$ cat src/rtl/array_accu_pkg.sv
// rtl/array_accu_pkg.sv - shared types, constants and helpers for the array accumulator
// Contents: state_t (IDLE/ACCUM/RESULT), default widths, LANES, lane_lo() lane-slice helper.
// Optional feature macro used by this slice: ARRAY_ACCU_SAT_EN (saturating lane add).
package array_accu_pkg;

  typedef enum logic [1:0] {
    IDLE   = 2'd0,
    ACCUM  = 2'd1,
    RESULT = 2'd2
  } state_t;

  localparam int CACHE_WIDTH_DEF = 512;
  localparam int DATA_WIDTH_DEF  = 32;
  localparam int LEN_WIDTH_DEF   = 16;
  localparam int LANES           = CACHE_WIDTH_DEF / DATA_WIDTH_DEF;

  // Low bit index of lane 'lane' in a line of dw-bit lanes.
  function automatic int lane_lo(input int lane, input int dw);
    return lane * dw;
  endfunction

endpackage

$ cat src/rtl/array_accu_lanes.sv
// rtl/array_accu_lanes.sv - per-lane load/add datapath for one cache line
// Ports: load (pass in_data through, first beat of a job), acc (running sum),
//        in_data (new line), sum (next accumulator value), clamp (any lane saturated).
// ARRAY_ACCU_SAT_EN defined: unsigned saturating lane add; otherwise wrap-around.
module array_accu_lanes
  import array_accu_pkg::*;
#(
  parameter int CACHE_WIDTH = CACHE_WIDTH_DEF,
  parameter int DATA_WIDTH  = DATA_WIDTH_DEF
) (
  input  logic                   load,
  input  logic [CACHE_WIDTH-1:0] acc,
  input  logic [CACHE_WIDTH-1:0] in_data,
  output logic [CACHE_WIDTH-1:0] sum,
  output logic                   clamp
);

  localparam int NL = CACHE_WIDTH / DATA_WIDTH;

  logic [NL-1:0] lane_clamp;

  for (genvar g = 0; g < NL; g++) begin : g_lane
    localparam int LO = lane_lo(g, DATA_WIDTH);
`ifdef ARRAY_ACCU_SAT_EN
    // One extra bit captures the carry-out that signals the lane overflowed.
    logic [DATA_WIDTH:0] wide;
    assign wide = {1'b0, acc[LO +: DATA_WIDTH]} + {1'b0, in_data[LO +: DATA_WIDTH]};
    assign lane_clamp[g] = !load && wide[DATA_WIDTH];
    assign sum[LO +: DATA_WIDTH] = load ? in_data[LO +: DATA_WIDTH] :
                                   (wide[DATA_WIDTH] ? {DATA_WIDTH{1'b1}} : wide[DATA_WIDTH-1:0]);
`else
    assign lane_clamp[g] = 1'b0;
    assign sum[LO +: DATA_WIDTH] = load ? in_data[LO +: DATA_WIDTH] :
                                   acc[LO +: DATA_WIDTH] + in_data[LO +: DATA_WIDTH];
`endif
  end

  assign clamp = |lane_clamp;

endmodule

$ cat src/rtl/array_accu_ctrl.sv
// rtl/array_accu_ctrl.sv - job sequencer summing a stream of cache lines per lane
// Ports: clk, rst (sync, active-high); start/len/abort job control; busy status;
//        in_valid/in_data/in_ready line stream; res_valid/res_data/res_ready result;
//        beat_cnt lines consumed this job; res_sat sticky per-job saturation flag.
// ARRAY_ACCU_SAT_EN defined: saturating lanes and live res_sat; otherwise res_sat stays 0.
module array_accu_ctrl
  import array_accu_pkg::*;
#(
  parameter int CACHE_WIDTH = CACHE_WIDTH_DEF,
  parameter int DATA_WIDTH  = DATA_WIDTH_DEF,
  parameter int LEN_WIDTH   = LEN_WIDTH_DEF
) (
  input  logic                   clk,
  input  logic                   rst,
  input  logic                   start,
  input  logic [LEN_WIDTH-1:0]   len,
  input  logic                   abort,
  output logic                   busy,
  input  logic                   in_valid,
  input  logic [CACHE_WIDTH-1:0] in_data,
  output logic                   in_ready,
  output logic                   res_valid,
  output logic [CACHE_WIDTH-1:0] res_data,
  input  logic                   res_ready,
  output logic [LEN_WIDTH-1:0]   beat_cnt,
  output logic                   res_sat
);

  state_t                 state, state_nx;
  logic [LEN_WIDTH-1:0]   len_q;
  logic [CACHE_WIDTH-1:0] acc, sum;
  logic                   clamp, beat, last_beat;

  assign beat      = (state == ACCUM) && in_valid;
  assign last_beat = beat && (beat_cnt == len_q - LEN_WIDTH'(1));

  array_accu_lanes #(
    .CACHE_WIDTH (CACHE_WIDTH),
    .DATA_WIDTH  (DATA_WIDTH)
  ) u_lanes (
    .load    (beat_cnt == '0),
    .acc     (acc),
    .in_data (in_data),
    .sum     (sum),
    .clamp   (clamp)
  );

  always_ff @(posedge clk) begin
    if (rst) state <= IDLE;
    else     state <= state_nx;
  end

  always_comb begin
    state_nx = state;
    case (state)
      IDLE: begin
        if (start) state_nx = (len != '0) ? ACCUM : RESULT;
      end
      ACCUM: begin
        if (abort)          state_nx = IDLE;
        else if (last_beat) state_nx = RESULT;
      end
      RESULT: begin
        // abort and a handshake both land in IDLE, so no priority is needed here.
        if (abort || res_ready) state_nx = IDLE;
      end
      default: state_nx = IDLE;
    endcase
  end

  always_comb begin
    busy      = 1'b0;
    in_ready  = 1'b0;
    res_valid = 1'b0;
    case (state)
      ACCUM:   begin busy = 1'b1; in_ready  = 1'b1; end
      RESULT:  begin busy = 1'b1; res_valid = 1'b1; end
      default: ;
    endcase
  end

  always_ff @(posedge clk) begin
    if (rst) begin
      acc      <= '0;
      beat_cnt <= '0;
      len_q    <= '0;
      res_sat  <= 1'b0;
    end else begin
      case (state)
        IDLE: begin
          if (start) begin
            acc      <= '0;
            beat_cnt <= '0;
            len_q    <= len;
            res_sat  <= 1'b0;
          end
        end
        ACCUM: begin
          // A beat on the abort cycle is dropped together with the job.
          if (abort) begin
            acc <= '0;
          end else if (beat) begin
            acc      <= sum;
            beat_cnt <= beat_cnt + LEN_WIDTH'(1);
            res_sat  <= res_sat | clamp;
          end
        end
        RESULT: begin
          if (abort) acc <= '0;
        end
        default: ;
      endcase
    end
  end

  assign res_data = acc;

endmodule
$ cat config.mk
export PLATFORM = sky130hd
export DESIGN_NAME = array_accu_ctrl
export DESIGN_NICKNAME = d
export VERILOG_FILES = /design/src/rtl/array_accu_pkg.sv /design/src/rtl/array_accu_lanes.sv /design/src/rtl/array_accu_ctrl.sv
export SDC_FILE = /design/constraint.sdc
export NUM_CORES = 2
export LEC_CHECK = 0
export ABC_AREA = 1
export BUFFER_PORTS_ARGS = -buffer_cell sky130_fd_sc_hd__buf_4
export CORE_AREA = 2 2 417 419
export DETAILED_ROUTE_END_ITERATION = 10
export DIE_AREA = 0 0 419 421
export PLACE_DENSITY = 0.62
export SYNTH_ARGS = -nofsm -noshare
export SYNTH_HDL_FRONTEND = slang
export SYNTH_SLANG_ARGS = --single-unit
$ cat constraint.sdc
create_clock -name clk -period 2 [get_ports clk]
set_clock_uncertainty 0.1 [all_clocks]
set_input_delay 0.1 -clock clk [delete_from_list [all_inputs] [get_ports clk]]
set_output_delay 0.1 -clock clk [all_outputs]
set_load 0.1 [all_outputs]
Word level (Yosys, flattened, before mapping)
Cells that the tools add are included.
Word-level totals
  register bits after elaboration: 546
  word-level logic and storage cells: 79
  bits of input ports: 534
Operators by class
  add/sub/neg operators: 18
  multiplexer cells: 34
  eq/ne operators: 10
  reduce and logical (&&, ||, !) cells: 13
Operators by type and width (count)
  512-bit 2-to-1 mux: 4
  512-bit case mux with 3 select lines: 1
  32-bit adder: 16
  32-bit 2-to-1 mux: 16
  16-bit 2-to-1 mux: 3
  16-bit case mux with 2 select lines: 1
  16-bit by 1-bit adder with 16-bit output (second input constant): 1
  16-bit equality test: 1
  16-bit logical NOT: 1
  16-bit nonzero test: 1
  16-bit by 1-bit subtractor with 16-bit output (second input constant): 1
  2-bit 2-to-1 mux: 5
  2-bit != test (second input constant): 5
  4-bit AND reduction: 2
  3-bit != test (second input constant): 2
  2-bit case mux with 3 select lines: 1
  1-bit 2-to-1 mux: 3
  3-bit AND reduction: 1
  3-bit nonzero test: 1
  2-bit by 1-bit equality test with 1-bit output (second input constant): 1
  2-bit equality test (second input constant): 1
  1-bit logical AND: 2
  2-bit logical NOT: 1
  2-bit AND reduction: 1
  other kinds (3): 3

Logic depth before layout (Yosys ltp)
  depth after elaboration: 6
  gate-level depth with buffers: 16

By module
From an unflattened synthesis, not the netlist that was laid out.
Second synthesis, totals
  cells, all modules: 11958
  area total of the unflattened synthesis: 63711.1 um^2
Modules (own cells, without submodules)
  array_accu_lanes: seq. area each 0.0 um^2, area each 43142.6 um^2, cells each 9322, times used 1
  array_accu_ctrl: seq. area each 10950.5 um^2, area each 20568.5 um^2, cells each 2636, times used 1

Worst setup path after synthesis
No wires, ideal clock.
  path type: reg2reg
  start: reg acc[352] (netlist: res_data[352])
  end: reg acc[378] (netlist: res_data[378])
  arrival time: 2.719 ns
  path slack: -0.951 ns
  stages on the path, launching flop included: 15
  period minus slack after synthesis: 2.951 ns
  data required time: 1.768 ns
  library setup time: 0.132 ns
  cell sequence: dfxtp_1 ha_1 inv_1 fa_1 inv_1 nand3_1 nand2_1 nand2_1 nand2_1 a21oi_1 or2_2 nand3_1 nand3_1 nand2_1 a21oi_1
On the way
  cells in the longest elaborated chain, start to end: 5
Ends and longest elaborated chain
  from (decl): line array_accu_ctrl.sv:31  | logic [CACHE_WIDTH-1:0] acc, sum;
  from (signal assigned): line array_accu_ctrl.sv:103  | acc <= sum;
  32-bit adder: line array_accu_lanes.sv:34  | acc[LO +: DATA_WIDTH] + in_data[LO +: DATA_WIDTH];
  32-bit 2-to-1 mux: line array_accu_lanes.sv:33  | assign sum[LO +: DATA_WIDTH] = load ? in_data[LO +: DATA_WIDTH] :
  512-bit 2-to-1 mux: line array_accu_ctrl.sv:102  | end else if (beat) begin
  512-bit 2-to-1 mux: line array_accu_ctrl.sv:100  | if (abort) begin
  512-bit case mux with 3 select lines: line array_accu_ctrl.sv:89  | case (state)
Every way passes these cells. The select of a mux whose other input is x is not followed.
A chain may end at the register's enable or synchronous reset.

Worst setup path after layout
  start: reg beat_cnt[0]
  end: reg acc[502] (netlist: res_data[502])
On the way
  cells in the longest elaborated chain, start to end: 5
Ends and longest elaborated chain
  from (decl): line array_accu_ctrl.sv:25  | output logic [LEN_WIDTH-1:0] beat_cnt,
  from (signal assigned): line array_accu_ctrl.sv:104  | beat_cnt <= beat_cnt + LEN_WIDTH'(1);
  16-bit logical NOT: line array_accu_ctrl.sv:41  | .load (beat_cnt == '0),
  32-bit 2-to-1 mux: line array_accu_lanes.sv:33
  512-bit 2-to-1 mux: line array_accu_ctrl.sv:102
  512-bit 2-to-1 mux: line array_accu_ctrl.sv:100
  512-bit case mux with 3 select lines: line array_accu_ctrl.sv:89
Every way passes these cells. The select of a mux whose other input is x is not followed.

==> summary.md <==
| Metric | Value |
|---|---|
| Status | `finished, violations left` |
| Failing checks | `negative setup slack` |
| Netlist cell types | `44` |
| Most used flip-flop cell after synthesis | `dfxtp_1` |
| Final hold violation count | `0` |
| Standard-cell row count | `~150` |
| Worst-Margin Slew | `a little under 0.6 ns` |
| Max incr delay on CP | `~0.34 ns` |
| Final Wtd Congestion | `around 1.1` |
| PwrDens | `approximately 600 nW/um^2` |
| Placed inst area | `about 86000 sq um` |
| Flop2flop setup slack | `-0.24 ns` |
| Slowest cell on crit path | `dfxtp_4` |
| Initial antenna violation count | `71` |
| # DRC | `0` |
| Max clock buf depth | `3` |
| Reg clk slew, reported paths | `about 0.06 ns` |
| Commonest non-fill, non-tap cell in the layout | `buf_4` |
| Area grow syn2layout | `70.9%` |
| Critical path startpoint category | `flip-flop` |
| Maximum clock rate | `between 400 and 500 MHz` |
| Synthesized area | `~57000 sq um` |
| GR Overflow Total | `0` |
| Final worst-path setup slack | `-0.237 ns` |
| # clock sinks | `546` |
| Initial Util | `approximately a third` |
| R2R Path End | `res_data[502]` |
| Largest net degree at the start of global routing | `103` |
| Layout cells sized above 1 | `about a third` |
| Full die area | `176000 sq um` |
| Slew Limit Fails | `0` |
| Worst Path Max Fanout | `19` |
| Synthesized Nets | `~11000` |
| Vias per inst | `around 5.1` |
| Vias in the first global route | `between 70000 and 80000` |
| ANT nets after route | `0` |
| Max-cap viol count | `0` |
| Cells along the critical path | `inv_2 > ha_1 > nand4_1 > nor4_2 > buf_4 > nand2_8 > buf_12 > buf_12 > buf_4 > buf_4 > nand3_1 > nand2_1 > a21oi_1` |
| DR WL/cell | `19.9 um` |
| First-pass GRT wire length | `about 450 mm` |
| CP bufs+invs | `6` |
| RSZ-0062 raised after global routing | `yes` |
| Core area | `between 150000 and 200000 sq um` |
| Die H | `421 um` |
| LEAKAGE | `approximately 47 nW` |
| Setup TNS | `-69.86 ns` |
| Skew-Pair Late Insertion Delay | `between 0.7 and 0.8 ns` |
| Root buf cell | `clkbuf_16` |
| DP Wirelength | `approximately 250 mm` |
| Top delay family on crit path | `buffers and inverters` |
| Kind of critical path | `flip-flop to flip-flop` |
| Drt pass-1 iters | `6` |
| Mapped Avg Cell Area | `5.90 sq um` |
| Nets | `roughly 14000` |
| Fin crit period | `2.24 ns` |
| Global Route Usage Sum | `between 30% and 40%` |
| Design area | `roughly 97000 sq um` |
| Detailed Route WL | `about 310 mm` |
| CTS tree | `done` |
| Yosys warnings | `0` |
| Slew margin rel. | `60.6%` |
| Hold Path Cell Cnt | `8` |
| RR Startpoint | `beat_cnt[0]` |
| Synth Register Bits | `around 550` |
| Vias post-DR | `about 79000` |
| Commonest cells after routing, fill and taps aside | `2857 x buf_4, 2722 x nand2_1, 1031 x inv_1` |
| CTS buffer count | `a little over 80` |
| I/O pins | `about 1100` |
| Starting DRT DRC Count | `5191` |
| Peak supply drop | `roughly 700 uV` |
| Buffers on Ports | `1064` |
| Fraction of registers with async set or reset after synthesis | `0%` |
| R2r worst-path depth | `13` |
| Post-synth EDFFs | `0` |
| Syn Inst Count | `9586` |
| Htree depth | `3` |
| Setup violations, final | `approximately 520` |
| Crit-path most repeated cell | `buf_4` |
| CP arrival | `roughly 2.8 ns` |
| Sequential element share of the synthesized area | `~19%` |
| CP required | `approximately 2.5 ns` |
| Hold endpoint | `state[1]` |
| DIE WIDTH | `419 um` |
| Crit end category | `flip-flop` |
| Worst hold path type | `input port to flip-flop` |
| Final worst path period share | `112%` |
| Worst Min Path Start | `start` |
==> cell families (layout without fill, tap and decap cells) <==
logic type	Yosys count	in the layout	synth area share, %
compound gates	2194	2194	21.7
simple gates	4775	4775	34.7
buf+inv	1364	4735	9.58
fa+ha+maj	519	519	11.7
xor+xnor	187	187	2.90
other cells	1	61	0.00663
flops	546	546	19.3
==> what timing repair did <==
item | CTS | global route
hold endpoints to repair | 546 | 0
pin swaps | 33 | 58
endpoints found under the setup margin | 524 | 528
buffers inserted | 26 | 22
hold buffers | 533 | 0
gates resized for setup | 157 | 321
cloned | 11 | 9
==> per-stage QoR <==
step	setup slack (ns)	hold slack, ns	util, %	total power, mW	instances
5_1_grt	-0.344	0.0831	56.0	61.0	15300
4_1_cts	-0.220	-0.000389	55.0	57.5	15300
2_1_floorplan	-0.244	0.167	-	28.7	9586
3_3_place_gp	-0.296	0.268	49.7	39.9	14500
3_5_place_dp	-0.304	0.270	49.7	40.1	14500
6_report	-0.237	0.0720	56.0	58.2	15300
==> cell type report <==
class	count	area, sq um
antenna	60	150
fill	16800	75900
multi-input combinational	7676	44700
clock buffer	110	2330
clock inverter	41	378
timing repair buffer	3510	29300
sequential	546	12800
inverter	1074	4050
tap	2325	2910
==> tightest hold or removal path: stages <==
cell and delay (ns):
buf_4 0.11, nor2_4 0.05, buf_4 0.13, nor2_2 0.14
buf_4 0.13, nand3_1 0.08, nand3_1 0.08, inv_1 0.03
==> worst max path at each step <==
stage / from / end / cells after the start
5_1_grt: state[0] / res_data[155] / 15
3_5_place_dp: res_data[359] / res_data[368] / 12
4_1_cts: state[1] / res_data[308] / 15
3_3_place_gp: res_data[371] / res_data[372] / 8
2_1_floorplan: res_data[352] / res_data[378] / 14
6_report: beat_cnt[0] / res_data[502] / 13
==> state kept, by name, summed over array words and instances (netlist names) <==
| name | flops |
|---|---|
| state | 2 |
| len_q | 16 |
| res_data | 512 |
| beat_cnt | 16 |
==> cell usage after synthesis (3+ instances only) <==
| cell type | count | share of area, % |
|---|---|---|
| nor3_1 | 133 | 1.2 |
| fa_1 | 16 | 0.57 |
| o21ai_0 | 532 | 4.7 |
| and2_1 | 17 | 0.19 |
| o21bai_1 | 208 | 2.8 |
| nand3b_1 | 3 | 0.040 |
| o21ai_1 | 32 | 0.28 |
| nor4_1 | 10 | 0.11 |
| nor2_1 | 710 | 4.7 |
| nor2_2 | 5 | 0.055 |
| a21o_1 | 76 | 1.0 |
| o211ai_1 | 144 | 1.9 |
| nand3_1 | 836 | 7.4 |
| xor2_1 | 119 | 1.8 |
| or2_2 | 72 | 0.80 |
| xnor2_1 | 68 | 1.1 |
| nand4_1 | 73 | 0.81 |
| buf_2 | 166 | 1.5 |
| buf_6 | 7 | 0.14 |
| o21a_1 | 82 | 1.1 |
| nand2_1 | 2907 | 19 |
| ha_1 | 503 | 11 |
| a21oi_1 | 1114 | 9.9 |
| inv_2 | 5 | 0.033 |
| inv_1 | 1067 | 7.1 |
| clkbuf_1 | 109 | 0.72 |
| dfxtp_1 | 546 | 19 |
| buf_4 | 8 | 0.11 |
| nand2_2 | 3 | 0.033 |
==> where the power goes <==
| group | switching (mW) | internal [mW] |
|---|---|---|
| registers | 0.619 | 11.4 |
| logic | 18.9 | 11.9 |
| clock network | 6.28 | 9.03 |
| total | 25.8 | 32.4 |
==> routing by layer <==
metal | up-vias | track usage (%) | routed length [um]
met5 | - | 0 | 90
met1 | 36500 | 37.8 | 122000
li1 | 38600 | - | -
met3 | 805 | 5.98 | 18700
met4 | 14 | 23.5 | 24100
met2 | 2631 | 54.6 | 142000
Note: power is estimated with default switching activity, not from simulation.
